[src/rtl/intctl_pkg.sv]
// rtl/intctl_pkg.sv - shared types and constants for the interrupt controller
//
// Purpose: state encoding, device-count limit, vector width and the select
// width helper used by int_controller and intctl_prio_enc.
// Ports: none (package).
// Optional feature macro used by the design files: INTCTL_RR_EN.

package intctl_pkg;

    localparam int INTCTL_MAX_DEV = 16;
    localparam int VEC_W          = 32;

    typedef enum logic [1:0] {
        IDLE    = 2'd0,
        REQ     = 2'd1,
        GRANT   = 2'd2,
        RELEASE = 2'd3
    } intctl_state_t;

    // A single-device build still needs a 1-bit select.
    function automatic int idx_width(input int n);
        return (n > 1) ? $clog2(n) : 1;
    endfunction

endpackage

[src/rtl/int_controller_if.sv]
// rtl/int_controller_if.sv - device/processor side signals of the interrupt controller
//
// Purpose: bundles the request, acknowledge and vector lines.
// Signals:
//   Irq    [N_DEV] device request lines (rising edge = one request)
//   IntAck          processor acknowledge level
//   OnInt           interrupt request to the micro-controller
//   DrVec           vector valid, processor gates Vec onto its bus
//   Vec    [32]     granted vector, zero when DrVec is low
//   DevAck [N_DEV]  one-cycle one-hot acknowledge to the granted device
// Modports: master = processor/devices side, slave = controller side.

interface int_controller_if #(
    parameter int N_DEV = 8
);
    logic [N_DEV-1:0] Irq;
    logic             IntAck;
    logic             OnInt;
    logic             DrVec;
    logic [31:0]      Vec;
    logic [N_DEV-1:0] DevAck;

    modport master (
        output Irq, IntAck,
        input  OnInt, DrVec, Vec, DevAck
    );

    modport slave (
        input  Irq, IntAck,
        output OnInt, DrVec, Vec, DevAck
    );
endinterface

[src/rtl/intctl_prio_enc.sv]
// rtl/intctl_prio_enc.sv - combinational priority encoder over the pending bits
//
// Purpose: picks the winning device index from a request vector.
// Ports:
//   req   [N_DEV]  pending request bits
//   start [IDX_W]  first index searched (only with INTCTL_RR_EN)
//   any            at least one request present
//   idx   [IDX_W]  winning index (0 when any is low)
// Macro INTCTL_RR_EN: rotating search starting at start; otherwise the
// lowest index wins.

module intctl_prio_enc
    import intctl_pkg::*;
#(
    parameter int N_DEV = 8,
    parameter int IDX_W = idx_width(N_DEV)
) (
    input  logic [N_DEV-1:0] req,
`ifdef INTCTL_RR_EN
    input  logic [IDX_W-1:0] start,
`endif
    output logic             any,
    output logic [IDX_W-1:0] idx
);

`ifdef INTCTL_RR_EN
    // Walk offsets from the far end down so the smallest offset from start
    // is the last one written and therefore wins.
    always_comb begin
        int j;
        any = |req;
        idx = '0;
        j   = 0;
        for (int off = N_DEV - 1; off >= 0; off--) begin
            j = int'(start) + off;
            if (j >= N_DEV) begin
                j = j - N_DEV;
            end
            if (req[IDX_W'(j)]) begin
                idx = IDX_W'(j);
            end
        end
    end
`else
    always_comb begin
        any = |req;
        idx = '0;
        for (int i = N_DEV - 1; i >= 0; i--) begin
            if (req[IDX_W'(i)]) begin
                idx = IDX_W'(i);
            end
        end
    end
`endif

endmodule

[src/rtl/int_controller.sv]
// rtl/int_controller.sv - edge-triggered interrupt responder with vectored acknowledge
//
// Purpose: latches device request edges, raises OnInt, and on a rising
// IntAck drives the winning device's vector and a one-cycle DevAck.
// Ports:
//   clk        clock, all state changes on posedge
//   rst        synchronous active-high reset
//   bus        int_controller_if.slave (Irq, IntAck in; OnInt, DrVec, Vec, DevAck out)
// Parameters: N_DEV (1..16 devices), VEC_BASE (vector of device 0).
// Macro INTCTL_RR_EN: round-robin priority with a last_sel register;
// undefined gives fixed lowest-index priority.

module int_controller
    import intctl_pkg::*;
#(
    parameter int               N_DEV    = 8,
    parameter logic [VEC_W-1:0] VEC_BASE = 32'h0000_0100
) (
    input  logic              clk,
    input  logic              rst,
    int_controller_if.slave   bus
);

    localparam int IDX_W = idx_width(N_DEV);

    intctl_state_t    state;
    intctl_state_t    next_state;

    logic [N_DEV-1:0] irq_q;
    logic [N_DEV-1:0] irq_rise;
    logic [N_DEV-1:0] pending;
    logic [N_DEV-1:0] pending_d;
    logic             ack_q;
    logic             ack_rise;
    logic             grant;

    logic             any;
    logic [IDX_W-1:0] idx;

    logic             on_int_d;
    logic             dr_vec_d;
    logic [VEC_W-1:0] vec_d;
    logic [N_DEV-1:0] dev_ack_d;

    logic             on_int_r;
    logic             dr_vec_r;
    logic [VEC_W-1:0] vec_r;
    logic [N_DEV-1:0] dev_ack_r;

`ifdef INTCTL_RR_EN
    logic [IDX_W-1:0] last_sel;
    logic [IDX_W-1:0] start;

    assign start = (int'(last_sel) == N_DEV - 1) ? '0 : last_sel + 1'b1;

    intctl_prio_enc #(
        .N_DEV (N_DEV),
        .IDX_W (IDX_W)
    ) u_prio (
        .req   (pending),
        .start (start),
        .any   (any),
        .idx   (idx)
    );
`else
    intctl_prio_enc #(
        .N_DEV (N_DEV),
        .IDX_W (IDX_W)
    ) u_prio (
        .req   (pending),
        .any   (any),
        .idx   (idx)
    );
`endif

    assign irq_rise = bus.Irq & ~irq_q;
    // ack_q follows IntAck in every state, so a level already high when
    // REQ is entered never looks like a fresh acknowledge.
    assign ack_rise = bus.IntAck & ~ack_q;

    always_comb begin
        next_state = state;
        grant      = 1'b0;
        case (state)
            IDLE: begin
                if (any) begin
                    next_state = REQ;
                end
            end
            REQ: begin
                if (!any) begin
                    next_state = IDLE;
                end else if (ack_rise) begin
                    next_state = GRANT;
                    grant      = 1'b1;
                end
            end
            GRANT: begin
                next_state = RELEASE;
            end
            RELEASE: begin
                if (!bus.IntAck) begin
                    next_state = IDLE;
                end
            end
            default: begin
                next_state = IDLE;
            end
        endcase

        // Clear first, then OR in new edges: a re-request landing on the
        // grant edge stays pending.
        pending_d = pending;
        if (grant) begin
            pending_d[idx] = 1'b0;
        end
        pending_d = pending_d | irq_rise;

        // Outputs are registered from the next state, so the grant lines
        // appear for exactly the cycle spent in GRANT; the output registers
        // also serve as the latched selection.
        on_int_d  = (next_state == REQ);
        dr_vec_d  = grant;
        vec_d     = '0;
        dev_ack_d = '0;
        if (grant) begin
            vec_d          = VEC_BASE + {{(VEC_W - IDX_W){1'b0}}, idx};
            dev_ack_d[idx] = 1'b1;
        end
    end

    always_ff @(posedge clk) begin
        if (rst) begin
            state <= IDLE;
        end else begin
            state <= next_state;
        end
    end

    always_ff @(posedge clk) begin
        if (rst) begin
            irq_q     <= '0;
            ack_q     <= 1'b0;
            pending   <= '0;
            on_int_r  <= 1'b0;
            dr_vec_r  <= 1'b0;
            vec_r     <= '0;
            dev_ack_r <= '0;
        end else begin
            irq_q     <= bus.Irq;
            ack_q     <= bus.IntAck;
            pending   <= pending_d;
            on_int_r  <= on_int_d;
            dr_vec_r  <= dr_vec_d;
            vec_r     <= vec_d;
            dev_ack_r <= dev_ack_d;
        end
    end

`ifdef INTCTL_RR_EN
    // Reset to the last index so the first search after reset starts at 0.
    always_ff @(posedge clk) begin
        if (rst) begin
            last_sel <= IDX_W'(N_DEV - 1);
        end else if (grant) begin
            last_sel <= idx;
        end
    end
`endif

    assign bus.OnInt  = on_int_r;
    assign bus.DrVec  = dr_vec_r;
    assign bus.Vec    = vec_r;
    assign bus.DevAck = dev_ack_r;

endmodule

[src/flat_wrapper.sv]
// flat-port wrapper written by rule: the top's interface ports become plain ports
module int_controller_flat import intctl_pkg::*;
#(
    parameter int               N_DEV    = 8,
    parameter logic [VEC_W-1:0] VEC_BASE = 32'h0000_0100
)
  (clk, rst, bus_Irq, bus_IntAck, bus_OnInt, bus_DrVec, bus_Vec, bus_DevAck);
  int_controller_if #(.N_DEV(N_DEV)) bus_i ();
  input  logic clk;
  input  logic rst;
  input wire logic [$bits(bus_i.Irq)-1:0] bus_Irq;
  input wire logic [$bits(bus_i.IntAck)-1:0] bus_IntAck;
  output wire logic [$bits(bus_i.OnInt)-1:0] bus_OnInt;
  output wire logic [$bits(bus_i.DrVec)-1:0] bus_DrVec;
  output wire logic [$bits(bus_i.Vec)-1:0] bus_Vec;
  output wire logic [$bits(bus_i.DevAck)-1:0] bus_DevAck;
  assign bus_i.Irq = bus_Irq;
  assign bus_i.IntAck = bus_IntAck;
  assign bus_OnInt = bus_i.OnInt;
  assign bus_DrVec = bus_i.DrVec;
  assign bus_Vec = bus_i.Vec;
  assign bus_DevAck = bus_i.DevAck;
  int_controller #(.N_DEV(N_DEV), .VEC_BASE(VEC_BASE)) u_core (.clk(clk), .rst(rst), .bus(bus_i));
endmodule
[config.mk]
export PLATFORM = sky130hd
export DESIGN_NAME = int_controller_flat
export DESIGN_NICKNAME = d
export VERILOG_FILES = /design/src/rtl/intctl_pkg.sv /design/src/rtl/int_controller_if.sv /design/src/rtl/intctl_prio_enc.sv /design/src/rtl/int_controller.sv /design/src/flat_wrapper.sv
export SDC_FILE = /design/constraint.sdc
export NUM_CORES = 1
export LEC_CHECK = 0
export ABC_AREA = 1
export CAP_MARGIN = 20
export CORE_MARGIN = 3
export CORE_UTILIZATION = 44
export CTS_CLUSTER_SIZE = 8
export DETAILED_ROUTE_END_ITERATION = 12
export MAX_ROUTING_LAYER = met4
export PLACE_DENSITY_LB_ADDON = 0.2
export SLEW_MARGIN = 10
export SYNTH_ARGS = -nofsm -noshare
export SYNTH_HDL_FRONTEND = slang
export SYNTH_HIERARCHICAL = 1
export SYNTH_SLANG_ARGS = --single-unit
[constraint.sdc]
create_clock -name clk -period 1.6 [get_ports clk]
set_input_delay 0.24 -clock clk [delete_from_list [all_inputs] [get_ports clk]]
set_output_delay 0.24 -clock clk [all_outputs]
set_load 0.05 [all_outputs]
==> results.yml <==
worst_setup_path:
  crit_required_ps: 1820
  crit_path_end_kind: "flip-flop"
  critPathKind: "flip-flop to flip-flop"
  startpoint_type: "flip-flop"
  cp.arrival_ps: 1430
  critical_path.max_fanout: 9
floorplan:
  die_w_um: 63.9
  ios: 53
  design.die.area_um2: 4090
  core_region_area_um2: 3130
  placement_rows: 20
  fp.dieH_um: 63.9
  initial_utilization_pct: 47.2
detailed_routing:
  detail-route-antenna-nets: 0
  detail_route.wirelength_um: 2030
  first_pass_iters: 4
  drt_initial_violations: 41
  vias: 1004
  drt-wirelength-per-cell_um: 7.41
  vias_per_cell: 3.66
  drc_errors: 0
cts:
  clk_transition_reported_paths_ps: 90
  tritoncts_num_sinks: 33
  tritoncts.num_buffers: 5
  root_buffer: "sky130_fd_sc_hd__clkbuf_4"
  tritoncts: "yes"
  max-clock-path-buffers: 2
  hold_buffers: 0
  cts_setup_buffers: 0
  maximum_level_of_the_cts_h_tree: 2
  cts.repair.resized: 0
  insertion_delay_ps: 320
sta:
  final-setup-viol-count: 0
  setup_repair_after_global_routing_missed_its_margin: "false"
  maxClockFrequency_mhz: 831
  final-max-slew-violation-count: 0
  portion_of_the_clock_cycle_consumed_by_the_worst_path_in_the_final_layout_pct: 75.2
  fin_crit_ps: 1200
  finClkSkew_ps: 4.78
  finalWorstSetupSlack_ps: 397
  timing.setup.tns_ps: 0
  finalHoldViolations: 0
synth:
  synth_seq_area_share_pct: 44.7
  ys_seq_elements: 33
  synth_cell_type_count: 16
  yosys_warnings: 6
  synthesis.instances: 201
  mappedNetlistArea_um2: 1480
  synthesis.area_per_instance_um2: 7.35
global_route:
  gr-total-overflow: 0
  antenna_found_initial: 0
  grt_use_total_pct: 11.5
  vias_in_the_first_global_route: 861
  maximum_number_of_pins_on_one_net_before_global_route_repair: 30
  first_pass_grt_wire_length_um: 3480
power:
  p_leak_nw: 0.931
  p_per_area_nw_per_um2: 1050
  peakVddDrop_uv: 417
placement:
  detailedPlace.worstSlack_ps: 192
  numPortBuffers: 24
  gpl.final_weighted_congestion: 0.732
  dpl.hpwl_um: 1560
layout:
  syn2layout_area_growth_pct: 15.4
  nets: 240
  antenna-diode-count: 0
  drive_above_1_share_pct: 18.3
flow_run:
  cap_viol_max_count: 0
status:
  status: "finished clean"
worst_hold_path:
  worst_min_delay_path_category: "input port to flip-flop"
-- cell usage in the layout, fill, tap and decap left out, types with 3 or more instances in the layout --
cell type / instances
sky130_fd_sc_hd__a21oi_1: 3
sky130_fd_sc_hd__buf_4: 15
sky130_fd_sc_hd__clkbuf_4: 5
sky130_fd_sc_hd__clkdlybuf4s50_1: 10
sky130_fd_sc_hd__conb_1: 29
sky130_fd_sc_hd__dfxtp_1: 33
sky130_fd_sc_hd__inv_1: 41
sky130_fd_sc_hd__inv_2: 3
sky130_fd_sc_hd__nand2_1: 36
sky130_fd_sc_hd__nand2_2: 9
sky130_fd_sc_hd__nor2_1: 34
sky130_fd_sc_hd__nor2_2: 3
-- Yosys cell counts (all sizes together) --
master	count	area, um^2
a21oi	3	15.0
buf	31	228
clkbuf	1	3.75
conb	2	7.51
dfxtp	33	661
inv	44	165
nand2	46	203
nand3	1	17.5
nor2	38	166
nor3	2	10.0
-- through the flow --
| step | std cells | utilization, % | power [mW] | area (um^2) | hold slack [ps] |
|---|---|---|---|---|---|
| 2_1_floorplan | 228 | - | 1.28 | 1580 | 359 |
| 3_3_place_gp | 266 | 52.2 | 1.29 | 1630 | 435 |
| 3_5_place_dp | 266 | 52.2 | 1.30 | 1630 | 435 |
| 4_1_cts | 274 | 54.5 | 1.82 | 1700 | 418 |
| 5_1_grt | 274 | 54.5 | 1.90 | 1700 | 414 |
| 6_report | 274 | 54.5 | 1.79 | 1700 | 437 |
-- power by group --
group	leakage (nW)	switching, mW	internal, mW
clock	0.0413	0.257	0.255
sequential	0.272	0.0191	0.869
combinational	0.617	0.297	0.0934
-- worst max-delay path, cell delays in order (launching register included) --
cell and delay, ps:
sky130_fd_sc_hd__dfxtp_1 350, sky130_fd_sc_hd__inv_1 60, sky130_fd_sc_hd__nand2_1 80, sky130_fd_sc_hd__nor2_1 60, sky130_fd_sc_hd__nand2_1 70, sky130_fd_sc_hd__nand2_2 90, sky130_fd_sc_hd__nor2_8 230, sky130_fd_sc_hd__nand2_2 70
sky130_fd_sc_hd__nand2_1 70, sky130_fd_sc_hd__nand2_1 40
-- metal layers --
metal | track usage, % | routed length [um]
met2 | 18.2 | 888
met1 | 11.5 | 909
met3 | 4.92 | 185
met5 | - | 0
met4 | 7.28 | 46
-- area by class of cell --
type,count,area (um^2)
Clock buffer,7,65.1
Clock inverter,1,5.00
Fill cell,326,1420
Inverter,44,165
Multi-Input combinational cell,119,520
Sequential cell,33,661
Tap cell,44,55.1
Timing Repair Buffer,26,233
-- cells by family after synthesis --
logic type / after synthesis / share of synthesized area (%)
AOI/OAI and AO/OA: 3 / 1.02
buffers and inverters: 76 / 26.9
DFF: 33 / 44.7
other: 2 / 0.509
and+or+nand+nor: 87 / 26.9
-- registers in the layout, indices dropped and copies added, names as in the netlist --
name               flops
u_core/irq_q           8
u_core/ack_q           1
u_core/bus.DrVec       1
u_core/bus.DevAck      8
u_core/bus.Vec         4
u_core/pending         8
u_core/state           2
u_core/bus.OnInt       1
-- path summary, 6_finish.rpt --
path                            slack, ps           endpoint  depth (start not counted)              start
worst max-delay path                  400  u_core/pending[0]                          9  u_core/pending[1]
worst min-delay path                  440    u_core/irq_q[4]                          3         bus_Irq[4]
worst max register to register        400  u_core/pending[0]                          9  u_core/pending[1]
worst min register to register        460  u_core/pending[2]                          3    u_core/irq_q[2]
Power figures use the tool's default switching activity.
